<file path="src/rtl/ps2_pkg.sv">
// ---------------------------------------------------------------------------
// ps2_pkg
//
// Shared definitions for the PS/2 blocks: the host-transmit FSM state type,
// well-known host command bytes, the device ACK byte, a handful of keyboard
// scancodes used elsewhere in the codebase, and small helpers for parity and
// counter sizing.
// ---------------------------------------------------------------------------
package ps2_pkg;

  // Host-to-device transmit states, in frame order.
  typedef enum logic [2:0] {
    IDLE      = 3'd0,
    INHIBIT   = 3'd1,
    RTS       = 3'd2,
    DATA      = 3'd3,
    PARITY    = 3'd4,
    STOP      = 3'd5,
    ACK       = 3'd6,
    WAIT_IDLE = 3'd7
  } ps2_state_e;

  // Host command bytes.
  localparam logic [7:0] CMD_SET_LEDS = 8'hED;
  localparam logic [7:0] CMD_RESET    = 8'hFF;
  localparam logic [7:0] CMD_ENABLE   = 8'hF4;

  // Byte a device returns after accepting a command.
  localparam logic [7:0] RSP_ACK      = 8'hFA;

  // Set-2 scancodes for the cursor keypad.
  localparam logic [7:0] SC_LEFT      = 8'h6B;
  localparam logic [7:0] SC_RIGHT     = 8'h74;
  localparam logic [7:0] SC_UP        = 8'h75;
  localparam logic [7:0] SC_DOWN      = 8'h72;

  // Odd-parity bit: makes the total number of ones over data+parity odd.
  function automatic logic odd_parity(input logic [7:0] d);
    return ~^d;
  endfunction

  // Bits needed for a counter that runs 0 .. term-1 (at least one bit).
  function automatic int cnt_width(input int unsigned term);
    return (term > 1) ? $clog2(term) : 1;
  endfunction

endpackage

</file>
<file path="src/rtl/ps2_line_sync.sv">
// ---------------------------------------------------------------------------
// ps2_line_sync
//
// Two-flop synchronizer for one raw PS/2 line plus a falling-edge detector
// on the synchronized level. All flops reset to 1 because an idle PS/2 line
// floats high, so leaving reset never looks like a falling edge.
//
// Ports
//   clk     system clock
//   rst     synchronous active-high reset
//   line_i  raw asynchronous line level
//   level_o synchronized line level
//   fall_o  one-cycle pulse: synchronized level was 1, now 0
// ---------------------------------------------------------------------------
module ps2_line_sync (
  input  logic clk,
  input  logic rst,
  input  logic line_i,
  output logic level_o,
  output logic fall_o
);

  logic meta_q;
  logic sync_q;
  logic prev_q;

  always_ff @(posedge clk) begin
    if (rst) begin
      meta_q <= 1'b1;
      sync_q <= 1'b1;
      prev_q <= 1'b1;
    end else begin
      meta_q <= line_i;
      sync_q <= meta_q;
      prev_q <= sync_q;
    end
  end

  assign level_o = sync_q;
  assign fall_o  = prev_q & ~sync_q;

endmodule

</file>
<file path="src/rtl/ps2_host_tx.sv">
// ---------------------------------------------------------------------------
// ps2_host_tx
//
// Sends one command byte from the host to a PS/2 device. The host inhibits
// the clock, issues a request-to-send (data low, clock released), then shifts
// out 8 data bits LSB first, odd parity and a released stop bit on successive
// device-generated falling clock edges, and finally samples the device ACK.
// A frame-wide timeout aborts a stuck transfer.
//
// Handshake: cmd_rdy is high only in IDLE; a command is taken on any cycle
// where cmd_vld & cmd_rdy, cmd_data is latched on that cycle, and cmd_vld is
// ignored at all other times (no queueing).
//
// Ports
//   clk, rst             system clock, synchronous active-high reset
//   cmd_vld, cmd_data    command byte offer
//   cmd_rdy              block can accept a command this cycle
//   done                 one-cycle pulse: frame acknowledged by device
//   err                  one-cycle pulse: missing ACK or timeout
//   ps2_clk_in/dat_in    raw PS/2 line levels
//   ps2_clk_oe/dat_oe    1 = pull the line low, 0 = release
//   state_dbg            current FSM state, for observation only
// ---------------------------------------------------------------------------
module ps2_host_tx
  import ps2_pkg::*;
#(
  parameter int clk_mhz    = 50,
  parameter int inhibit_us = 100,
  parameter int timeout_ms = 15
) (
  input  logic       clk,
  input  logic       rst,
  input  logic       cmd_vld,
  input  logic [7:0] cmd_data,
  output logic       cmd_rdy,
  output logic       done,
  output logic       err,
  input  logic       ps2_clk_in,
  input  logic       ps2_dat_in,
  output logic       ps2_clk_oe,
  output logic       ps2_dat_oe,
  output ps2_state_e state_dbg
);

  localparam int unsigned INH_CYCLES = clk_mhz * inhibit_us;
  localparam int unsigned TMO_CYCLES = clk_mhz * 1000 * timeout_ms;
  localparam int          INH_W      = cnt_width(INH_CYCLES);
  localparam int          TMO_W      = cnt_width(TMO_CYCLES);
  localparam logic [INH_W-1:0] INH_LAST = INH_W'(INH_CYCLES - 1);
  localparam logic [TMO_W-1:0] TMO_LAST = TMO_W'(TMO_CYCLES - 1);

  // Synchronized PS/2 lines.
  logic clk_level;
  logic clk_fall;
  logic dat_level;
  logic dat_fall_unused;

  ps2_line_sync u_clk_sync (
    .clk     (clk),
    .rst     (rst),
    .line_i  (ps2_clk_in),
    .level_o (clk_level),
    .fall_o  (clk_fall)
  );

  ps2_line_sync u_dat_sync (
    .clk     (clk),
    .rst     (rst),
    .line_i  (ps2_dat_in),
    .level_o (dat_level),
    .fall_o  (dat_fall_unused)
  );

  // State and datapath registers.
  ps2_state_e       state_q, state_d;
  logic [7:0]       data_q,  data_d;
  logic [2:0]       bit_q,   bit_d;
  logic [INH_W-1:0] inh_q,   inh_d;
  logic [TMO_W-1:0] tmo_q,   tmo_d;
  logic             clk_oe_q, clk_oe_d;
  logic             dat_oe_q, dat_oe_d;
  logic             done_q,   done_d;
  logic             err_q,    err_d;

  always_ff @(posedge clk) begin
    if (rst) begin
      state_q  <= IDLE;
      data_q   <= '0;
      bit_q    <= '0;
      inh_q    <= '0;
      tmo_q    <= '0;
      clk_oe_q <= 1'b0;
      dat_oe_q <= 1'b0;
      done_q   <= 1'b0;
      err_q    <= 1'b0;
    end else begin
      state_q  <= state_d;
      data_q   <= data_d;
      bit_q    <= bit_d;
      inh_q    <= inh_d;
      tmo_q    <= tmo_d;
      clk_oe_q <= clk_oe_d;
      dat_oe_q <= dat_oe_d;
      done_q   <= done_d;
      err_q    <= err_d;
    end
  end

  assign cmd_rdy = (state_q == IDLE);

  always_comb begin
    state_d  = state_q;
    data_d   = data_q;
    bit_d    = bit_q;
    inh_d    = inh_q;
    tmo_d    = tmo_q;
    clk_oe_d = clk_oe_q;
    dat_oe_d = dat_oe_q;
    done_d   = 1'b0;
    err_d    = 1'b0;

    // Frame timer runs from acceptance until the FSM is back in IDLE.
    if (state_q != IDLE) begin
      tmo_d = tmo_q + 1'b1;
    end

    unique case (state_q)
      IDLE: begin
        clk_oe_d = 1'b0;
        dat_oe_d = 1'b0;
        bit_d    = '0;
        inh_d    = '0;
        tmo_d    = '0;
        if (cmd_vld && cmd_rdy) begin
          data_d   = cmd_data;
          clk_oe_d = 1'b1;
          state_d  = INHIBIT;
        end
      end

      // Clock held low for INH_CYCLES cycles counted from acceptance; the
      // clock release and the start bit happen on the same edge.
      INHIBIT: begin
        if (inh_q == INH_LAST) begin
          clk_oe_d = 1'b0;
          dat_oe_d = 1'b1;
          state_d  = RTS;
        end else begin
          inh_d = inh_q + 1'b1;
        end
      end

      // The first device falling edge already clocks out bit 0, so DATA
      // handles bits 1..7 and the frame spans 11 falling edges in total.
      RTS: begin
        if (clk_fall) begin
          dat_oe_d = ~data_q[0];
          bit_d    = 3'd1;
          state_d  = DATA;
        end
      end

      DATA: begin
        if (clk_fall) begin
          dat_oe_d = ~data_q[bit_q];
          bit_d    = bit_q + 3'd1;
          if (bit_q == 3'd7) begin
            state_d = PARITY;
          end
        end
      end

      PARITY: begin
        if (clk_fall) begin
          dat_oe_d = ~odd_parity(data_q);
          state_d  = STOP;
        end
      end

      // Stop bit is the released (high) line.
      STOP: begin
        if (clk_fall) begin
          dat_oe_d = 1'b0;
          state_d  = ACK;
        end
      end

      ACK: begin
        if (clk_fall) begin
          if (dat_level) begin
            err_d   = 1'b1;
            state_d = IDLE;
          end else begin
            state_d = WAIT_IDLE;
          end
        end
      end

      WAIT_IDLE: begin
        if (clk_level && dat_level) begin
          done_d  = 1'b1;
          state_d = IDLE;
        end
      end

      default: begin
        state_d = IDLE;
      end
    endcase

    // Timeout overrides whatever the frame was doing, including a done that
    // would have fired on the same cycle, so done and err never coincide.
    if ((state_q != IDLE) && (tmo_q == TMO_LAST)) begin
      state_d  = IDLE;
      clk_oe_d = 1'b0;
      dat_oe_d = 1'b0;
      done_d   = 1'b0;
      err_d    = 1'b1;
    end
  end

  assign ps2_clk_oe = clk_oe_q;
  assign ps2_dat_oe = dat_oe_q;
  assign done       = done_q;
  assign err        = err_q;
  assign state_dbg  = state_q;

endmodule

</file>
<file path="config.mk">
export PLATFORM = sky130hd
export DESIGN_NAME = ps2_host_tx
export DESIGN_NICKNAME = d
export VERILOG_FILES = /design/src/rtl/ps2_pkg.sv /design/src/rtl/ps2_line_sync.sv /design/src/rtl/ps2_host_tx.sv
export SDC_FILE = /design/constraint.sdc
export NUM_CORES = 1
export LEC_CHECK = 0
export ABC_AREA = 1
export CORE_UTILIZATION = 55
export CTS_CLUSTER_DIAMETER = 50
export CTS_CLUSTER_SIZE = 30
export DETAILED_ROUTE_END_ITERATION = 8
export PLACE_DENSITY = 0.8
export SETUP_SLACK_MARGIN = 0.3
export SYNTH_ARGS = -nofsm -noshare
export SYNTH_HDL_FRONTEND = slang
export SYNTH_SLANG_ARGS = --single-unit
</file>
<file path="constraint.sdc">
create_clock -name clk -period 2.3 [get_ports clk]
set_input_delay 0.345 -clock clk [delete_from_list [all_inputs] [get_ports clk]]
set_output_delay 0.345 -clock clk [all_outputs]
set_load 0.01 [all_outputs]
</file>
==> results of run 1 <==
==> worst paths after layout <==
path / slack, ns / endpoint / cells after the start
worst max-delay path: 0.44 / inh_q[1] / 9
worst min-delay path: 0.42 / u_clk_sync.level_o / 1
worst max register to register: 0.44 / inh_q[1] / 9
worst min register to register: 0.42 / u_clk_sync.level_o / 1
==> registers in the layout (all words and copies together) (netlist names) <==
register	flops
tmo_q	20
inh_q	13
data_q	8
bit_q	3
state_dbg	3
done	1
err	1
ps2_clk_oe	1
ps2_dat_oe	1
u_clk_sync.level_o	1
u_clk_sync.meta_q	1
u_clk_sync.prev_q	1
u_dat_sync.level_o	1
u_dat_sync.meta_q	1
==> worst reg2reg max path: cells and delay by family (launching register included) <==
family,cells,cell delay (ns)
AOI/OAI and AO/OA,1,0.13
adders and majority gates,1,0.25
DFF,1,0.42
and+or+nand+nor,6,0.84
buffers and inverters,1,0.17
==> power breakdown <==
| part | internal, mW | switching (mW) |
|---|---|---|
| Clock | 0.313 | 0.299 |
| Combinational | 0.374 | 0.691 |
| Sequential | 1.08 | 0.127 |
==> logic make-up after synthesis <==
| group | share of synthesized area, % |
|---|---|
| adder cells (fa/ha/maj) | 1.66 |
| buffers and inverters | 8.99 |
| AND/OR/NAND/NOR | 37.2 |
| XOR/XNOR | 0.874 |
| AO/OA/AOI/OAI | 14.0 |
| flip-flops | 37.3 |
==> cell usage after synthesis <==
master | number | area (um2)
a211oi_1 | 3 | 22.5
a21oi_1 | 28 | 140
a21oi_2 | 9 | 78.8
a221oi_1 | 1 | 8.76
a31oi_1 | 1 | 6.26
a41oi_1 | 1 | 8.76
buf_12 | 1 | 20.0
buf_2 | 3 | 15.0
buf_4 | 3 | 22.5
clkbuf_1 | 2 | 7.51
dfxtp_1 | 56 | 1120
ha_1 | 4 | 50.1
inv_1 | 48 | 180
inv_2 | 5 | 18.8
inv_4 | 1 | 6.26
nand2_1 | 96 | 360
nand2_2 | 12 | 75.1
nand2_4 | 2 | 22.5
nand3_1 | 32 | 160
nand3_2 | 1 | 10.0
nand3b_1 | 2 | 15.0
nand4_1 | 11 | 68.8
nand4_2 | 1 | 12.5
nor2_1 | 49 | 184
nor2_2 | 1 | 6.26
nor2_4 | 2 | 22.5
nor3_1 | 14 | 70.1
nor3_2 | 2 | 20.0
nor3_4 | 2 | 32.5
nor3b_1 | 1 | 7.51
nor4_1 | 2 | 12.5
o211ai_1 | 1 | 7.51
o21a_1 | 2 | 15.0
o21ai_0 | 22 | 110
o21ai_1 | 3 | 15.0
o21ai_2 | 1 | 8.76
or2_2 | 6 | 37.5
xnor2_1 | 1 | 8.76
xor2_1 | 2 | 17.5
==> metrics by stage <==
stage	worst slack (ns)	cells	instance area, um2
final	0.439	524	3350
after floorplan	0.719	434	3010
after global placement	0.508	517	3240
after CTS	0.459	524	3350
after global routing	0.314	524	3350
after detailed placement	0.487	517	3240
==> metal layers <==
| metal | track usage, % | part of all wire (%) |
|---|---|---|
| met1 | 29.0 | 48 |
| met2 | 42.1 | 48 |
| met3 | 4.34 | 3.2 |
| met4 | 6.15 | 0.88 |
| met5 | 0 | 0 |
==> area by class of cell <==
cell class	instances	area share, %
Multi-Input combinational cell	315	48.2
Sequential cell	56	33.5
Timing Repair Buffer	23	6.61
Inverter	54	6.12
Tap cell	70	2.61
Clock buffer	5	2.05
Clock inverter	1	0.896
==> repair_timing <==
item                                    4_1_cts  5_1_grt
gates resized for setup                       2        0
hold endpoints to repair                      0        0
endpoints found under the setup margin        1        0
buffers inserted                              1        0
==> impl_results.md, run 1 <==
- Status: completed
- IO Port Bufs: 20
- Crit Path Category: flop to flop
- Initial core utilization: between 50% and 60%
- Mapped cell area: between 0.003 and 0.004 mm2
- Flops & latches, synth: 56
- Die Span Y: ~76 um
- Fin Clk Skew: 0.00912 ns
- Clock latency reported for the late side of the worst-skew pair: around 0.3 ns
- Endpoints failing setup: 0
- WP data arrival: roughly 2.1 ns
- Area of the multi-input gates: approximately 0.0016 mm2
- Synth Area per Inst: 6.93 um2
- Critical-path cell list: ha_1 > nand2_1 > nor3_1 > nand3_1 > nand2_4 > nand2_4 > inv_4 > nand2_2 > a21oi_2
- Synth warnings: 0
- Hold Buf Count CTS: 0
- Antenna violations before repair: 0
- Post-Synthesis Cells: approximately 430
- CTS tree: yes
- Synth cell types: 39
- P&R area growth vs syn: 11.4%
- RSZ-0062 raised after global routing: false
- Min Hold Slack: ~0.42 ns
- Slowest CP cell: dfxtp_1
- Worst slew pin tran: approximately 0.45 ns
- Root Buffer: clkbuf_8
- H-tree Lvls: 2
- # IOs: 21
- First-pass GRT wire length: approximately 11,000 um
- Vias post-DR: approximately 2,800
- Fin nets: between 400 and 500
- Max Fanout on Critical Path: 11
- Vias in the first global route: 2,595
- Hpwl dp: between 4000 and 5000 um
- Setup crit start kind: flop
- CP Buf/Inv Count: 1
- Post-layout util: 64.8%
- CP Launch Point: inh_q[0]
- VDD IR max: between 0.3 and 0.4 mV
- Drt initial violations: 121
- Share of layout cells above drive strength 1: ~12%
- Slew margin rel.: between 60% and 70%
- Worst r2r src: inh_q[0]
- Cell family contributing the most delay on the critical path: simple AND/OR/NAND/NOR gates
- Num CTS Buffers: 5
- Max-Cap Viols: 0
- Slowest cell delay on critical path: approximately 0.42 ns
- Final wirelength: approximately 6400 um
- Hold Fails Final Rpt: 0
- All-Layer GR Usage: approximately a quarter
- Largest net degree at the start of global routing: 16
- Cell mode on critical path: nand2_4
- Leak: between 1 and 1.5 nW
- Tcrit/Tclk final: about 81%
- Min cycle time layout: roughly 1.9 ns
- Sink Count: 56
- Num rows: 26
- Placer Congestion: a little under 0.9
- Final Total Pwr: around 2.9 mW
- Final setup TNS: 0 ns
- DIE WIDTH: between 70 and 80 um
- Worst-path clk slew: around 0.1 ns
- Post-synth net total: approximately 450
- Avg Vias per Cell: 5.31
- Filler cells: 470
- Worst setup EP type: flop
- P per Cell Area: roughly 860 mW/mm2
- Most common cell after layout, fill and taps aside: nand2_1
- DR pass1 iterations: 4
- Maximum clock frequency: 537 MHz
- Die area: 0.00577 mm2
- Post-route ant nets: 0
- WL per Instance: around 12 um
- Max-slew violation count: 0
- Grt ovf: 0
- Core area: 0.00517 mm2
- Antenna cell count: 0
- Class of the worst hold path: flop to flop
- Min-delay src: u_clk_sync.meta_q
- Commonest cells after routing, fill and taps aside: nand2_1 (96), dfxtp_1 (55), nor2_1 (49)
- CTS Buffer Depth: 2
- DRC: 0
- Worst EP required: 2.54 ns
- FF/Latch Area: between 0.001 and 0.0015 mm2
- Sequential element share of the synthesized area: a little under two fifths
No activity file was read; power rests on OpenSTA's default activity.
==> run 2, diff against run 1 <==
==> constraint.sdc (replaced) <==
create_clock -name clk -period 1.8 [get_ports clk]
set_input_delay 0.27 -clock clk [delete_from_list [all_inputs] [get_ports clk]]
set_output_delay 0.27 -clock clk [all_outputs]
set_load 0.01 [all_outputs]
==> run 2 against run 1 <==
Flip-flop and latch count did not move; total power grew 49%; hold slack better by 0.0035 ns; maximum frequency rose by 18%; clock-buffer cell count is the same; global-route usage is 2.2 points higher; critical endpoint is now ps2_dat_oe.
==> impl_results.md, run 2 (same netlist as run 1, synthesis figures left out) <==
- Status: completed
- Max-Cap Viols: 0
- Tcrit/Tclk final: between 80% and 90%
- First-pass GRT wire length: approximately 12,000 um
- Cell-internal power: ~2.5 mW
- Switching Share: approximately two fifths
- Clock latency reported for the late side of the worst-skew pair: between 0.3 and 0.4 ns
- # IOs: 21
- Leak: around 1.5 nW
- R2R cell count: 10
- Placed Cells incl. Taps: approximately 530
- Hpwl dp: 5050 um
- Share of layout cells above drive strength 1: between 20 and 25%
- Clock network power share: 20.0%
- Die Span Y: about 76 um
- Placer Congestion: 0.933
- Max reg flops: 20
- Hold worst-path end: u_clk_sync.level_o
- Fin Clk Skew: 0.0139 ns
- Initial core utilization: between 50% and 60%
- DIE WIDTH: ~76 um
- Most common cell after layout, fill and taps aside: nand2_1
- Worst-path clk slew: ~0.11 ns
- Commonest cells after routing, fill and taps aside: nand2_1 (89), inv_1 (46), nor2_1 (45)
- Final wirelength: approximately 7600 um
- Hold Buf Count CTS: 0
- P&R area growth vs syn: 25.1%
- Root Buffer: clkbuf_8
- Largest net degree at the start of global routing: 18
- Core area: approximately 0.0052 mm2
- R2r setup slk: around 0.23 ns
- Crit Path Category: flop to flop
- Antenna violations before repair: 0
- Drt initial violations: ~150
- CTS tree: yes
- Final setup TNS: 0 ns
- Registers with the most flip-flops: tmo_q: 20 flops, inh_q: 13 flops, data_q: 8 flops
- Maximum clock frequency: 636 MHz
- WL per Instance: 13.9 um
- WP data arrival: between 1.5 and 2 ns
- P per Cell Area: around 1100 mW/mm2
- Critical-path cell list: ha_4 > nand2_4 > nor3_2 > nand3_2 > nand2_4 > buf_6 > nand3_1 > nand2_1 > nand2_1 > nor2_1
- Vias post-DR: 3,025
- Post-route ant nets: 0
- H-tree Lvls: 2
- Layout Cells excl Fill: about 550
- FF/Latch Area: around 0.0012 mm2
- Max Fanout on Critical Path: 4
- Vias in the first global route: approximately 2,800
- DRC: 0
- Endpoints failing setup: 0
- Filler cells: between 300 and 400
- Min cycle time layout: between 1.5 and 2 ns
- Max-slew violation count: 0
- Antenna cell count: 0
- Slowest cell delay on critical path: 0.38 ns
- Num CTS Buffers: 5
- Slew margin rel.: 73.9%
- Worst slew pin tran: around 0.39 ns
- Combinational Power Share: between 40% and 50%
- Reg-to-Reg End: ps2_dat_oe
- Setup crit start kind: flop
- Net switching power: about 1.8 mW
- RSZ-0062 raised after global routing: true
- Sink Count: 56
- Num rows: 26
- Largest reg by FF count: tmo_q
- Final Total Pwr: between 4 and 5 mW
- Flop pwr share: between 30% and 40%
- DR pass1 iterations: 4
- Area of the multi-input gates: 0.00180 mm2
- IO Port Bufs: 20
- Class of the worst hold path: flop to flop
- Fin nets: just under 500
- Worst r2r src: inh_q[1]
- Hold Crit Depth: 1
- Slowest CP cell: dfxtp_4
- Die area: a little under 0.006 mm2
- All-Layer GR Usage: approximately 26%
- Grt ovf: 0
- VDD IR max: about 0.58 mV
- Worst EP required: slightly above 2 ns
- Hold Fails Final Rpt: 0
- Avg Vias per Cell: about 5.5
- CTS Buffer Depth: 2
- Min-delay src: u_clk_sync.meta_q
- Worst setup EP type: flop
## run 2: stage by stage
stage                     utilization [%]  hold slack (ns)  cell area [um2]  worst slack [ns]
after floorplan                         -            0.374             3030             0.310
after global placement               64.3            0.392             3320             0.190
after detailed placement             64.3            0.396             3320             0.144
after CTS                            67.9            0.421             3510             0.263
after global routing                 72.7            0.431             3760             0.174
final                                72.7            0.420             3760             0.227
## run 2: metal layers
layer / up-vias / GRT usage, % / part of all wire [%]
met5: - / 0 / 0
met4: 0 / 10.2 / 3.6
met3: 34 / 4.34 / 5.3
met2: 105 / 45.2 / 49
li1: 1509 / - / -
met1: 1377 / 31.2 / 42
## run 2: how the worst max path moves through the flow
stage / start / endpoint / slack, ns / cells past startpoint
2_1_floorplan: inh_q[1] / inh_q[1] / 0.31 / 10
3_3_place_gp: inh_q[0] / inh_q[1] / 0.19 / 9
3_5_place_dp: inh_q[1] / inh_q[1] / 0.14 / 9
4_1_cts: state_dbg[1] / cmd_rdy / 0.26 / 4
5_1_grt: inh_q[1] / inh_q[3] / 0.17 / 10
6_report: inh_q[1] / ps2_dat_oe / 0.23 / 10
## run 2: area by class of cell
cell class                      count  area share, %
Clock buffer                        5           1.83
Clock inverter                      3           1.10
Inverter                           54           5.85
Multi-Input combinational cell    316           47.9
Sequential cell                    56           30.6
Tap cell                           70           2.33
Timing Repair Buffer               41           10.0
Timing Repair inverter              1          0.299
## run 2: worst max-delay path, delay by kind of cell, from the launching register on
family                   cells  cell delay, ns
flip-flops                   1            0.38
adder cells (fa/ha/maj)      1            0.17
buffers and inverters        1            0.12
AND/OR/NAND/NOR              8            0.85
## run 2: power by group through the flow
| stage | registers, mW | logic, mW | clock network (mW) |
|---|---|---|---|
| 6_report | 1.52 | 1.91 | 0.857 |
| 5_1_grt | 1.54 | 2.08 | 0.909 |
| 4_1_cts | 1.51 | 1.67 | 0.856 |
| 3_5_place_dp | 1.54 | 1.50 | 0 |
| 3_3_place_gp | 1.54 | 1.46 | 0 |
| 2_1_floorplan | 1.53 | 1.12 | 0 |
## run 2: what timing repair did
action,4_1_cts,5_1_grt
resized for setup,15,61
pin swaps,2,22
gates cloned,1,1
buffers inserted,5,6
endpoints found under the setup margin,25,36
